File: src/rtl/rx_module.sv
// UART-style serial receiver: two-flop line synchronizer, start-bit detection
// with glitch rejection, mid-bit sampling, optional parity and stop-bit checks.
// Outputs a byte per good frame with one-cycle valid/parity_err/frame_err strobes.
module rx_module #(
    parameter int CLKS_PER_BIT = 1,
    parameter bit PARITY_EN    = 1'b1,
    parameter bit PARITY_ODD   = 1'b0
) (
    input  logic       clk,
    input  logic       reset,
    input  logic       enable,
    input  logic       rx,
    output logic [7:0] data_out,
    output logic       valid,
    output logic       parity_err,
    output logic       frame_err,
    output logic       busy
);

    // In-bit position at which each bit is sampled.
    localparam int HALF = (CLKS_PER_BIT - 1) / 2;
    localparam int CW   = (CLKS_PER_BIT > 1) ? $clog2(CLKS_PER_BIT) : 1;

    localparam logic [CW-1:0] HALF_C = CW'(HALF);
    localparam logic [CW-1:0] LAST_C = CW'(CLKS_PER_BIT - 1);
    localparam logic [CW-1:0] ONE_C  = CW'(1);

    typedef enum logic [2:0] {
        IDLE,
        START,
        DATA,
        PARITY,
        STOP,
        WAIT_IDLE
    } state_t;

    state_t        state;
    logic [CW-1:0] cnt;
    logic [2:0]    bit_idx;
    logic [7:0]    d;
    logic          mismatch;
    logic          rx_meta;
    logic          rx_s;

    logic sample;
    logic bit_end;

    assign sample  = (cnt == HALF_C);
    assign bit_end = (cnt == LAST_C);
    assign busy    = (state != IDLE);

    // Two-flop synchronizer for the asynchronous serial line; idles high.
    always_ff @(posedge clk) begin
        if (reset) begin
            rx_meta <= 1'b1;
            rx_s    <= 1'b1;
        end else begin
            rx_meta <= rx;
            rx_s    <= rx_meta;
        end
    end

    // Frame FSM with registered byte and one-cycle status strobes.
    always_ff @(posedge clk) begin
        if (reset) begin
            state      <= IDLE;
            cnt        <= '0;
            bit_idx    <= '0;
            d          <= '0;
            mismatch   <= 1'b0;
            data_out   <= 8'h00;
            valid      <= 1'b0;
            parity_err <= 1'b0;
            frame_err  <= 1'b0;
        end else begin
            valid      <= 1'b0;
            parity_err <= 1'b0;
            frame_err  <= 1'b0;

            case (state)
                IDLE: begin
                    // The detection cycle is in-bit count 0 of the start bit.
                    // At one clock per bit the start bit ends right here.
                    if (enable && !rx_s) begin
                        bit_idx  <= '0;
                        mismatch <= 1'b0;
                        if (CLKS_PER_BIT == 1) begin
                            state <= DATA;
                            cnt   <= '0;
                        end else begin
                            state <= START;
                            cnt   <= ONE_C;
                        end
                    end
                end

                START: begin
                    // A line that is high again at mid-bit was only a glitch.
                    if (sample && rx_s) begin
                        state <= IDLE;
                        cnt   <= '0;
                    end else if (bit_end) begin
                        state <= DATA;
                        cnt   <= '0;
                    end else begin
                        cnt <= cnt + ONE_C;
                    end
                end

                DATA: begin
                    if (sample) d[bit_idx] <= rx_s;
                    if (bit_end) begin
                        cnt <= '0;
                        if (bit_idx == 3'd7) begin
                            state <= PARITY_EN ? PARITY : STOP;
                        end else begin
                            bit_idx <= bit_idx + 3'd1;
                        end
                    end else begin
                        cnt <= cnt + ONE_C;
                    end
                end

                PARITY: begin
                    if (sample) mismatch <= rx_s ^ (^d) ^ PARITY_ODD;
                    if (bit_end) begin
                        state <= STOP;
                        cnt   <= '0;
                    end else begin
                        cnt <= cnt + ONE_C;
                    end
                end

                STOP: begin
                    // Leave at the sample point so a start bit immediately
                    // following the stop bit is still caught from IDLE.
                    if (sample) begin
                        cnt <= '0;
                        if (rx_s) begin
                            valid      <= 1'b1;
                            data_out   <= d;
                            parity_err <= PARITY_EN & mismatch;
                            state      <= IDLE;
                        end else begin
                            frame_err <= 1'b1;
                            state     <= WAIT_IDLE;
                        end
                    end else begin
                        cnt <= cnt + ONE_C;
                    end
                end

                WAIT_IDLE: begin
                    // Break or stuck-low line: hold off until it idles high.
                    if (rx_s) state <= IDLE;
                end

                default: begin
                    state <= IDLE;
                    cnt   <= '0;
                end
            endcase
        end
    end

endmodule
File: config.mk
export PLATFORM = sky130hd
export DESIGN_NAME = rx_module
export DESIGN_NICKNAME = d
export VERILOG_FILES = /design/src/rtl/rx_module.sv
export SDC_FILE = /design/constraint.sdc
export NUM_CORES = 1
export LEC_CHECK = 0
export CELL_PAD_IN_SITES_DETAIL_PLACEMENT = 2
export CELL_PAD_IN_SITES_GLOBAL_PLACEMENT = 2
export CORE_MARGIN = 4
export CORE_UTILIZATION = 32
export CTS_CLUSTER_SIZE = 20
export DETAILED_ROUTE_END_ITERATION = 12
export PLACE_DENSITY = 0.75
export SLEW_MARGIN = 20
export SYNTH_ARGS = -nofsm -noshare
export SYNTH_HDL_FRONTEND = slang
export SYNTH_SLANG_ARGS = --single-unit
File: constraint.sdc
create_clock -name clk -period 1.6 [get_ports clk]
set_input_delay 0.16 -clock clk [delete_from_list [all_inputs] [get_ports clk]]
set_output_delay 0.16 -clock clk [all_outputs]
set_load 0.005 [all_outputs]
==> impl.org, run 1 <==
** Clock tree
- CTS buffer count :: 3
- Clock latency on the worst-skew pair :: about 0.28 ns
- After clock tree synthesis, the clock-pin slew on the worst setup and hold paths is 0.10 ns.
- In this run the number of H-tree levels came out at 1.
- No sink is reached through more buffers than the 2 on the longest clock path.
- Cell at the root of the clock tree :: sky130_fd_sc_hd__clkbuf_8
- TritonCTS built the clock tree.
- Clock net sink count :: 28

** Final layout
- Measured on the finished design, the core utilization comes to 0.4071.
- The final layout contains about 170 nets.
- Excluding fillers, the count of instances in the completed layout stands at 209.
- The repair_antennas step left the layout with diodes totalling 0.
- Area grow syn2layout :: 22.20%
- The layout has around 410 filler cells.
- In the final layout, the share of cells above drive strength 1 is 0.1304.

** Placed design
- Detailed placement finished with a half-perimeter wire length of 2294 um.
- Weighted congestion at the end of routability-driven global placement :: ~0.75
- Counting tap cells, the placed design contains a total of 205 instances.
- Worst setup slack before clock tree synthesis :: -0.04676 ns
- Port Buffer Count :: 15

** STA
- At the pin with the least slew margin, the transition time is 0.4247 ns.
- Fraction of the cycle the final worst path needs :: 0.9252
- Setup violations remaining at the end of the flow were counted as 0.
- Setup repair after global routing left no endpoint under its margin.
- Top achievable clock speed :: between 600 and 700 MHz
- Setup slack on the critical path of the routed design comes to 0.1197 ns.
- Accumulated negative setup slack :: 0 ns
- Hold Violations, Final :: 0
- The worst path needs 1.480 ns of the cycle, external delays included.
- For the final database, setup skew stands at approximately 0.0086 ns.
- Max Transition Viols Final :: 0
- Max transition margin :: 0.7160

** Route
- The routed layout has 1,037 vias.
- Antenna-violating nets left :: 0
- Summed over all layers, the routed wires come to 3299 um.
- In the routed layout, each cell is associated on average with a via count of 4.962.
- First-iteration detailed-routing DRC count :: 40
- DR WL/cell :: 15.78 um
- For this run, design rule violations remaining after detail routing come to 0.
- The first detailed-routing pass ran for 4 iterations.

** GRT
- The initial antenna violation count is 0.
- Maximum number of pins on one net before global-route repair :: 18
- Number of global-route vias before repair :: 1,146
- GRT Resource Usage Total :: 0.1485
- The first global-routing pass estimated about 5700 um of wire.
- Remaining global-route overflow :: 0

** Floorplanning
- Die Y :: 69.97 um
- The region available for standard cell placement spans 3689 um2.
- In this run the horizontal extent of the chip is 69.97 um.
- For this configuration, the core starts out at a cell density of 0.3331.
- After floorplanning, the core was divided into 22 placement rows.
- The die covers just under 5000 um2.
- Pin placement for this block handled 16 I/O pins.

** Power
- Leakage Power :: 0.5590 nW
- Total power density per cell area :: between 800 and 900 nW/um2
- VDD sags by at most 0.0004033 V.

** Synth
- After synthesis the cells add up to around 1200 um2.
- For this run, the register share of the synthesized area comes to 0.4562.
- YS warnings :: 0
- Counting every net in the synthesized netlist gives 150.
- Seq cells post-synth :: 28
- Post-Synthesis Mean Instance Area :: around 8.5 um2
- Number of instances in the synthesized netlist :: 144
- Number of distinct library cell variants in the gate-level netlist after synthesis :: 31

** Setup path
- The setup path with the least slack is of type flip-flop to primary output.
- STA classifies the critical path endpoint as a primary output.
- Depth of the most critical reg-to-reg path :: 6
- STA classifies the critical path startpoint as a flip-flop.
- Data required time of the critical path :: 1.44 ns
- Along the worst path, the maximum fanout reaches 8.
- Arrival time of data at the critical path endpoint :: 1.32 ns

** Worst hold path
- Worst hold path type :: flip-flop to flip-flop
- Hold-critical path depth :: 1

** Job
- Max-cap viol count :: 0

** Run status
- The run finished with clean final reports.
kinds of logic after synthesis:
logic type,after synthesis,synth area share
simple gates,73,0.3014
mux,3,0.02444
xor+xnor,6,0.05398
flops,28,0.4562
compound gates,22,0.09369
buf+inv,10,0.04988
fa+ha+maj,2,0.02036
cell usage in the layout, fill, tap and decap left out, types with 2 or more instances in the layout:
cell type / n
sky130_fd_sc_hd__clkbuf_8: 4
sky130_fd_sc_hd__buf_4: 7
sky130_fd_sc_hd__and2_1: 2
sky130_fd_sc_hd__nand3_1: 8
sky130_fd_sc_hd__nor2b_1: 3
sky130_fd_sc_hd__nand4_1: 2
sky130_fd_sc_hd__a21oi_1: 19
sky130_fd_sc_hd__nand2_1: 35
sky130_fd_sc_hd__nor3b_1: 2
sky130_fd_sc_hd__nand3b_1: 2
sky130_fd_sc_hd__clkdlybuf4s50_1: 14
sky130_fd_sc_hd__dfxtp_1: 26
sky130_fd_sc_hd__nor2_1: 8
sky130_fd_sc_hd__nor3_1: 2
sky130_fd_sc_hd__xnor2_1: 3
sky130_fd_sc_hd__ha_1: 2
sky130_fd_sc_hd__mux2i_1: 3
sky130_fd_sc_hd__xor2_1: 2
sky130_fd_sc_hd__or2_2: 2
per-layer routing:
layer  share of wire  track usage  vias up
met4           0.013      0.05106        0
met2            0.53       0.2592       12
li1                -            -      514
met1            0.43       0.1747      507
met5               0            0        -
met3           0.030      0.03885        4
final timing paths:
path                            slack, ns         end  startpoint
worst max-delay path                 0.12        busy    state[2]
worst min-delay path                 0.43        rx_s     rx_meta
worst max register to register       0.13  bit_idx[0]  bit_idx[0]
worst min register to register       0.43        rx_s     rx_meta
worst max-delay path, cell delays in order (launching register included):
cell                            delay [ns]
sky130_fd_sc_hd__dfxtp_4              0.38
sky130_fd_sc_hd__or3_4                0.38
sky130_fd_sc_hd__dlygate4sd2_1        0.27
what timing repair did:
action | 4_1_cts | 5_1_grt
hold buffers | 0 | 0
setup endpoints to repair | 3 | 5
setup buffers | 0 | 0
pin swaps | 0 | 0
gates resized for setup | 5 | 2
sequential cells by signal, summed over array words and instances, names as in the netlist:
signal and count:
bit_idx 3, d 8, data_out 8, frame_err 1
mismatch 1, parity_err 1, rx_meta 1, rx_s 1
state 3, valid 1
cell usage after synthesis:
library cell	n	area, um2
sky130_fd_sc_hd__and2_1	2	12.51
sky130_fd_sc_hd__o21ai_0	1	5.000
sky130_fd_sc_hd__xor2_1	2	17.52
sky130_fd_sc_hd__mux2i_1	3	30.03
sky130_fd_sc_hd__dfxtp_1	28	560.5
sky130_fd_sc_hd__a21oi_1	19	95.09
sky130_fd_sc_hd__nand3_1	8	40.04
sky130_fd_sc_hd__nor3_1	2	10.01
sky130_fd_sc_hd__or3_4	1	11.26
sky130_fd_sc_hd__clkbuf_1	4	15.01
sky130_fd_sc_hd__nor3b_1	3	22.52
sky130_fd_sc_hd__nor2b_1	3	18.77
sky130_fd_sc_hd__o21bai_1	1	7.510
sky130_fd_sc_hd__nor2_1	8	30.03
sky130_fd_sc_hd__ha_1	2	25.02
sky130_fd_sc_hd__buf_4	2	15.01
sky130_fd_sc_hd__inv_1	1	3.750
sky130_fd_sc_hd__or3b_1	1	8.760
sky130_fd_sc_hd__nand3b_1	2	15.01
sky130_fd_sc_hd__or2_2	2	12.51
sky130_fd_sc_hd__nand2_1	35	131.4
sky130_fd_sc_hd__buf_2	1	5.000
sky130_fd_sc_hd__and4bb_2	1	12.51
sky130_fd_sc_hd__nor4b_2	1	15.01
sky130_fd_sc_hd__or3b_2	1	8.760
sky130_fd_sc_hd__xnor2_1	3	26.28
sky130_fd_sc_hd__o211ai_1	1	7.510
sky130_fd_sc_hd__nand4_1	2	12.51
sky130_fd_sc_hd__buf_6	2	22.52
sky130_fd_sc_hd__nand4b_1	1	8.760
sky130_fd_sc_hd__xnor3_1	1	22.52
layout make-up:
class                           instances  area (um2)  share of cell area
Clock buffer                            4       55.05             0.03667
Inverter                                1       3.754            0.002500
Multi-Input combinational cell        106       615.6              0.4100
Sequential cell                        28       565.5              0.3767
Tap cell                               48       60.06             0.04000
Timing Repair Buffer                   22       201.4              0.1342
per-stage QoR:
stage / area (um2) / total power [mW] / hold WS (ns)
4_1_cts: 1493 / 1.220 / 0.4310
5_1_grt: 1501 / 1.263 / 0.4442
2_1_floorplan: 1229 / 0.7584 / 0.2638
3_3_place_gp: 1434 / 0.7763 / 0.3931
6_report: 1501 / 1.208 / 0.4253
3_5_place_dp: 1434 / 0.7791 / 0.4063
where the power goes:
part	internal (mW)	switching [mW]	leakage (nW)	total, mW
Sequential	0.699	0.00547	0.227	0.705
Clock	0.221	0.225	0.0288	0.446
Combinational	0.0274	0.0298	0.303	0.0572
No activity file was read; power rests on OpenSTA's default activity.
==> inputs of run 2 (changes only) <==
--- a/config.mk
+++ b/config.mk
@@ -9,6 +9,7 @@
 export CELL_PAD_IN_SITES_GLOBAL_PLACEMENT = 2
 export CORE_MARGIN = 4
 export CORE_UTILIZATION = 32
+export CTS_CLUSTER_DIAMETER = 120
 export CTS_CLUSTER_SIZE = 20
 export DETAILED_ROUTE_END_ITERATION = 12
 export PLACE_DENSITY = 0.75
==> constraint.sdc (replaced) <==
create_clock -name clk -period 1.47 [get_ports clk]
set_input_delay 0.147 -clock clk [delete_from_list [all_inputs] [get_ports clk]]
set_output_delay 0.147 -clock clk [all_outputs]
set_load 0.005 [all_outputs]
==> impl.org, run 2 (synthesis gave the netlist of run 1 again) <==
** Power
- Total power density per cell area :: 833.9 nW/um2 (+3.7%)
- Total design power :: 1.330 mW (+10%)
- Leakage Power :: 0.6157 nW (+10%)
- The worst ir drop on vdd came to 0.0003103 V (-23%).

** Setup path
- The biggest cell delay along the critical path was 0.50 ns (+0.12 ns).
- In this run the critical register-to-register path is launched from rx_s.
- Highest fanout seen on the critical path :: 5 (-3)
- Data required time of the critical path :: 1.63 ns (+0.19 ns)
- Arrival time of data at the critical path endpoint :: 1.62 ns (+0.30 ns)
- Crit path max-delay cell type :: sky130_fd_sc_hd__dfxtp_1
- Type of destination of the critical path :: flip-flop
- Critical path launch point type :: flip-flop
- The critical path starts at rx_s.
- The worst setup path is of the flip-flop to flip-flop kind.
- Series of cell instances along the critical path :: buf_4 > xnor2_1 > xnor3_1 > nand3b_1 > o211ai_1

** Floorplanning
- The x dimension of the die was 69.97 um (unchanged).
- Row cnt :: 22 (unchanged)
- Die Y :: 69.97 um (unchanged)
- Std-Cell Core Area :: 3689 um2 (unchanged)
- Effective utilization at floorplan :: 0.3331 (unchanged)
- The count of boundary I/O pins is 16 (unchanged).
- Floorplan die area :: 4895 um2 (unchanged)

** GRT
- The initial antenna violation count came to 0 (unchanged).
- The largest net degree at the start of global routing came to 18 (unchanged).
- First-pass GRT wire length :: 5878 um (+2.8%)
- Number of global-route vias before repair :: 1,129 (-1.5%)
- Remaining global-route overflow :: 0 (unchanged)
- GRT Resource Usage Total :: 0.1521 (+0.003605)

** STA
- Setup repair after global routing missed its margin :: true
- Accumulated negative setup slack :: 0 ns (unchanged)
- Hold Violations, Final :: 0 (unchanged)
- The worst path in the final design needs a cycle of roughly 1.5 ns, including I/O delays and setup.
- Max transition margin :: 0.7636 (+0.04769)
- Transition time at the pin with the least slew margin :: 0.3538 ns (-0.07093 ns)
- Max Transition Viols Final :: 0 (unchanged)
- Final setup skew :: 0.008938 ns (+0.0003812 ns)
- Count of final setup violators :: 0 (unchanged)
- Top achievable clock speed :: 687.5 MHz
- Fraction of the cycle the final worst path needs :: 0.9894

** Final layout
- The library cells used most frequently in the layout, excluding fill and tap cells, are 34 x sky130_fd_sc_hd__nand2_1, 26 x sky130_fd_sc_hd__dfxtp_1, 19 x sky130_fd_sc_hd__a21oi_1.
- Compared with the post-synthesis result, the final layout area differs by 29.84%.
- The number of fill cells in the layout was 403 (-1.9%).
- Combined flip-flop and latch cell area :: 565.5 um2 (unchanged)
- Leaving out fill and tap cells, the most frequent cell in the layout is sky130_fd_sc_hd__nand2_1.
- Final design area excluding fillers :: 1595 um2 (+6.2%)
- The share of final-layout standard cells stronger than drive strength 1 was 0.1988 (+0.06840).
- Post-layout nets :: 178 (+6.0%)
- The multi-input combinational cell area was 634.4 um2 (+3.0%).
- The antenna diode instance count is 0 (unchanged).
- Registers with the most flip-flops :: d (8), data_out (8)

** Run status
- The flow ran to the end, and the final reports show no timing, DRC or antenna violations.

** Route
- The number of nets still failing antenna checks after routing came to 0 (unchanged).
- First-iteration detailed-routing DRC count :: 70 (+75%)
- The average vias per placed instance is 4.982 (+0.40%).
- The detailed-route via count was 1,091 (+5.2%).
- Number of iterations in the first detailed-routing pass :: 4 (unchanged)
- DR WL/cell :: 16.57 um (+5.0%)
- The total detailed-routing wirelength came to 3628 um (+10%).
- The number of DRC violations after detailed routing is 0 (unchanged).

** Clock tree
- Clock tree from TritonCTS :: done
- Number of buffers on the longest clock path :: 2 (unchanged)
- Clock net sink count :: 28 (unchanged)
- The deepest level of the CTS H-tree came to 1 (unchanged).
- The clock-pin slew reported for the worst setup and hold paths after clock tree synthesis came to 0.09 ns (about the same).
- The clock insertion delay at the later pin of the skew report was 0.28 ns (about the same).
- The tree is rooted in a sky130_fd_sc_hd__clkbuf_8.
- CTS buffer count :: 3 (unchanged)

** Worst hold path
- Min-delay src :: rx_meta
- Worst hold path type :: flip-flop to flip-flop

** Placed design
- Port Buffer Count :: 15 (unchanged)
- The HPWL after detailed placement was 2524 um (+10%).
- Cell Area, Placed :: 1501 um2 (+4.7%)
- Weighted congestion at the end of routability-driven global placement :: 0.7965 (+6.5%)

** Job
- Max-cap viol count :: 0 (unchanged)
## run 2: cell types whose count changed in the layout (fill, tap and decap cells not counted), sizes merged
cell	change
buf	+10
## run 2: critical path, delay by kind of cell (launching register included)
kind	cells	cell delay [ns]
flip-flops	1	0.50
AND/OR/NAND/NOR	1	0.13
XOR/XNOR	2	0.44
AO/OA/AOI/OAI	1	0.08
buffers and inverters	1	0.21
## run 2: through the flow
stage / setup slack (ns) / utilization / cells / hold slack, ns
2_1_floorplan: 0.05663 / - / 144 / 0.2508
3_3_place_gp: 0.01285 / 0.4071 / 214 / 0.3951
3_5_place_dp: -0.09115 / 0.4071 / 214 / 0.4034
4_1_cts: 0.009325 / 0.4216 / 218 / 0.4306
5_1_grt: -0.03091 / 0.4325 / 219 / 0.4250
6_report: 0.01552 / 0.4325 / 219 / 0.4260
## run 2: layout make-up
cell class	count	area share
clock buffers	4	0.03451
inverters	1	0.002353
multi-input cells	106	0.3976
flip-flops and latches	28	0.3545
well taps	48	0.03765
repair buffers	32	0.1733
## run 2: final timing paths
| path | endpoint | slack [ns] | cells past startpoint |
|---|---|---|---|
| max | mismatch | 0.02 | 5 |
| min | rx_s | 0.43 | 1 |
| max reg2reg | mismatch | 0.02 | 5 |
| min reg2reg | rx_s | 0.43 | 1 |
## run 2: routing by layer
layer  GRT usage  vias up  wire, um
li1            -      536         -
met1      0.1859      532      1581
met2      0.2613       15      1864
met3     0.02878        8       101
met4     0.05957        0        80
met5           0        -         0
## run 2: report_power, final
| group | switching [mW] | leakage [nW] | total (mW) | internal [mW] |
|---|---|---|---|---|
| clock network | 0.246 | 0.0288 | 0.486 | 0.240 |
| logic | 0.0403 | 0.360 | 0.0780 | 0.0378 |
| registers | 0.00482 | 0.227 | 0.766 | 0.761 |
## run 2: what timing repair did
item,4_1_cts,5_1_grt
pin swaps,0,3
hold buffers,0,0
endpoints found under the hold margin,0,0
buffers inserted,0,1
gates resized for setup,2,10
endpoints found under the setup margin,2,12
==> inputs of run 3 (changes only) <==
--- a/config.mk
+++ b/config.mk
@@ -5,14 +5,14 @@
 export SDC_FILE = /design/constraint.sdc
 export NUM_CORES = 1
 export LEC_CHECK = 0
+export CAP_MARGIN = 10
 export CELL_PAD_IN_SITES_DETAIL_PLACEMENT = 2
 export CELL_PAD_IN_SITES_GLOBAL_PLACEMENT = 2
 export CORE_MARGIN = 4
-export CORE_UTILIZATION = 32
-export CTS_CLUSTER_DIAMETER = 120
+export CORE_UTILIZATION = 29
 export CTS_CLUSTER_SIZE = 20
 export DETAILED_ROUTE_END_ITERATION = 12
-export PLACE_DENSITY = 0.75
+export PLACE_DENSITY = 0.72
 export SLEW_MARGIN = 20
 export SYNTH_ARGS = -nofsm -noshare
 export SYNTH_HDL_FRONTEND = slang
==> constraint.sdc (replaced) <==
create_clock -name clk -period 1.2 [get_ports clk]
set_input_delay 0.12 -clock clk [delete_from_list [all_inputs] [get_ports clk]]
set_output_delay 0.12 -clock clk [all_outputs]
set_load 0.005 [all_outputs]
==> impl.org, run 3 (synthesis gave the netlist of run 1 again) <==
** Run status
- Outcome :: finished, violations left
- Failing checks :: setup timing

** Final layout
- Registers with the most flip-flops :: d (8), data_out (8)
- The library cell used most frequently in the layout, excluding fill and tap cells, is sky130_fd_sc_hd__buf_4.
- Most frequent cells in the layout :: 19 x sky130_fd_sc_hd__buf_4, 18 x sky130_fd_sc_hd__nand2_1, 18 x sky130_fd_sc_hd__dfxtp_1
- The finished layout cell area was 1912 um2 (+20%).
- Antenna diode count :: 0 (unchanged)
- Fill cell instance count of the final layout :: 422 (+4.7%)
- The number of nets at the end of the flow is 188 (+5.6%).
- The post-layout utilization of the core came to 0.4712 (+0.03867).
- Relative to the synthesized area, the layout overhead comes to 55.60%.
- Fraction of layout cells with a size suffix above 1 :: 0.5138 (+0.3150)
- The final non-filler cell total is 231 (+5.5%).

** STA
- The measured slew at the worst slew-check pin came to 0.3731 ns (+0.01929 ns).
- Top achievable clock speed :: 708.1 MHz (+3.0%)
- The number of max-slew violations in the final report came to 0 (unchanged).
- Setup repair after global routing could not meet its margin everywhere.
- Crit path time final :: 1.412 ns (-0.04226 ns)
- The worst clock skew came to 0.002932 ns (-0.006006 ns).
- Max transition margin :: 0.7505 (-0.01315)
- The worst setup slack after layout came to -0.2122 ns (-0.2277 ns).
- Hold Violations, Final :: 0 (unchanged)
- The number of endpoints failing setup at the final stage is 21 (+21).
- Accumulated negative setup slack :: -2.018 ns (-2.018 ns)
- The ratio of final minimum period to clock period is 1.177 (+0.1874).

** Setup path
- Data required time of the critical path :: 1.37 ns (-0.26 ns)
- The biggest cell delay along the critical path is 0.38 ns (-0.12 ns).
- The worst setup path is launched from a flip-flop.
- Type of destination of the critical path :: flip-flop
- Highest fanout seen on the critical path :: 4 (-1)
- CP top delay family :: simple AND/OR/NAND/NOR gates
- The count of buffering cells on the critical path with inverters included came to 0 (-1).
- Series of cell instances along the critical path :: or3_4 > or3b_1 > nand4b_1 > o211ai_1
- On the critical path, the stage with the largest delay is an instance of sky130_fd_sc_hd__or3b_1.
- The data arrival at the endpoint of the critical path came to 1.58 ns (-0.04 ns).
- The critical path is of the flip-flop to flip-flop type.

** Floorplanning
- Effective utilization at floorplan :: 0.3028 (-0.03030)
- The number of standard-cell rows in the floorplan came to 23 (+4.5%).
- The x dimension of the die is 73.09 um (+4.5%).
- The die area came to 5342 um2 (+9.1%).
- Std-Cell Core Area :: 4058 um2 (+10%)
- Top-level port count :: 16 (unchanged)
- The height of the chip is 73.09 um (+4.5%).

** GRT
- First-pass GRT wire length :: 6713 um (+14%)
- The total global routing track utilization was 0.1683 (+0.01615).
- Number of antenna violations at the first check in global routing :: 0 (unchanged)
- Remaining global-route overflow :: 0 (unchanged)
- Number of global-route vias before repair :: 1,291 (+14%)
- Maximum number of pins on one net before global-route repair :: 17 (-1)

** Route
- Total via count in the routed design :: 1,179 (+8.1%)
- Routed vias/inst :: 5.104 (+2.5%)
- First-iteration detailed-routing DRC count :: 34 (-51%)
- Number of iterations in the first detailed-routing pass :: 4 (unchanged)
- DRC violation count after routing :: 0 (unchanged)
- Antenna-violating nets left :: 0 (unchanged)
- DR WL/cell :: 19.80 um (+19%)
- The total detailed-routing wirelength came to 4573 um (+26%).

** Clock tree
- Clock net sink count :: 28 (unchanged)
- The clock-pin slew reported for the worst setup and hold paths after clock tree synthesis was 0.10 ns (about the same).
- Clock latency on the worst-skew pair :: 0.28 ns (about the same)
- Number of buffers on the longest clock path :: 2 (unchanged)
- CTS buffer count :: 3 (unchanged)
- Number of H-tree branching levels :: 1 (unchanged)
- TritonCTS built the clock tree.
- Cell at the root of the clock tree :: sky130_fd_sc_hd__clkbuf_8
- Number of hold buffers added after cts :: 0 (unchanged)

** Placed design
- Weighted congestion at the end of routability-driven global placement :: 0.7825 (-1.8%)
- The HPWL after detailed placement came to 2769 um (+9.7%).
- The instance area at placement was 1555 um2 (+3.6%).
- Port Buffer Count :: 15 (unchanged)
- Number of placed instances with taps included :: 222 (+3.7%)

** Power
- The overall power after layout was 1.820 mW (+37%).
- The leakage power summed over all cells is 0.7920 nW (+29%).
- Total power density per cell area :: 951.8 nW/um2 (+14%)
- The worst ir drop on vdd is 0.001116 V (+260%).

** Worst hold path
- Worst hold path type :: input port to flip-flop

** Job
- Max-cap viol count :: 0 (unchanged)
## run 3: cell type report
class	instances	area, um2	area share
Clock buffer	3	41.29	0.02160
Timing Repair Buffer	42	377.9	0.1976
Tap cell	50	62.56	0.03272
Multi-Input combinational cell	106	820.8	0.4293
Clock inverter	1	30.03	0.01571
Sequential cell	28	575.6	0.3010
Inverter	1	3.754	0.001963
## run 3: worst paths after layout
check / startpoint / endpoint / slack, ns / cells after the start
setup / recovery: state[1] / mismatch / -0.21 / 4
hold / removal: rx / rx_meta / 0.40 / 2
setup reg to reg: state[1] / mismatch / -0.21 / 4
hold reg to reg: rx_meta / rx_s / 0.42 / 1
## run 3: stage by stage
stage / hold slack (ns) / worst slack, ns
3_5_place_dp: 0.4035 / -0.3854
3_3_place_gp: 0.3905 / -0.1891
4_1_cts: 0.3969 / -0.1936
6_report: 0.4007 / -0.2122
5_1_grt: 0.3846 / -0.2632
2_1_floorplan: 0.2238 / -0.1648
## run 3: metal layers
layer / vias to the layer above / GRT usage / wire length, um / part of all wire
met2: 19 / 0.3436 / 2720 / 0.59
met1: 602 / 0.1728 / 1683 / 0.37
met4: 0 / 0.03484 / 48 / 0.010
met5: - / 0 / 0 / 0
met3: 4 / 0.03030 / 120 / 0.026
li1: 554 / - / - / -
## run 3: timing repair
| item | CTS | global route |
|---|---|---|
| pin swaps | 6 | 20 |
| cloned | 0 | 0 |
| endpoints found under the setup margin | 34 | 24 |
| resized for setup | 43 | 42 |
| buffers inserted | 3 | 2 |
## run 3: power by group
group	internal, mW	switching (mW)	total (mW)	leakage [nW]
Combinational	0.0574	0.0608	0.118	0.526
Clock	0.447	0.314	0.762	0.0357
Sequential	0.933	0.00722	0.940	0.231
Total	1.44	0.382	1.82	0.792
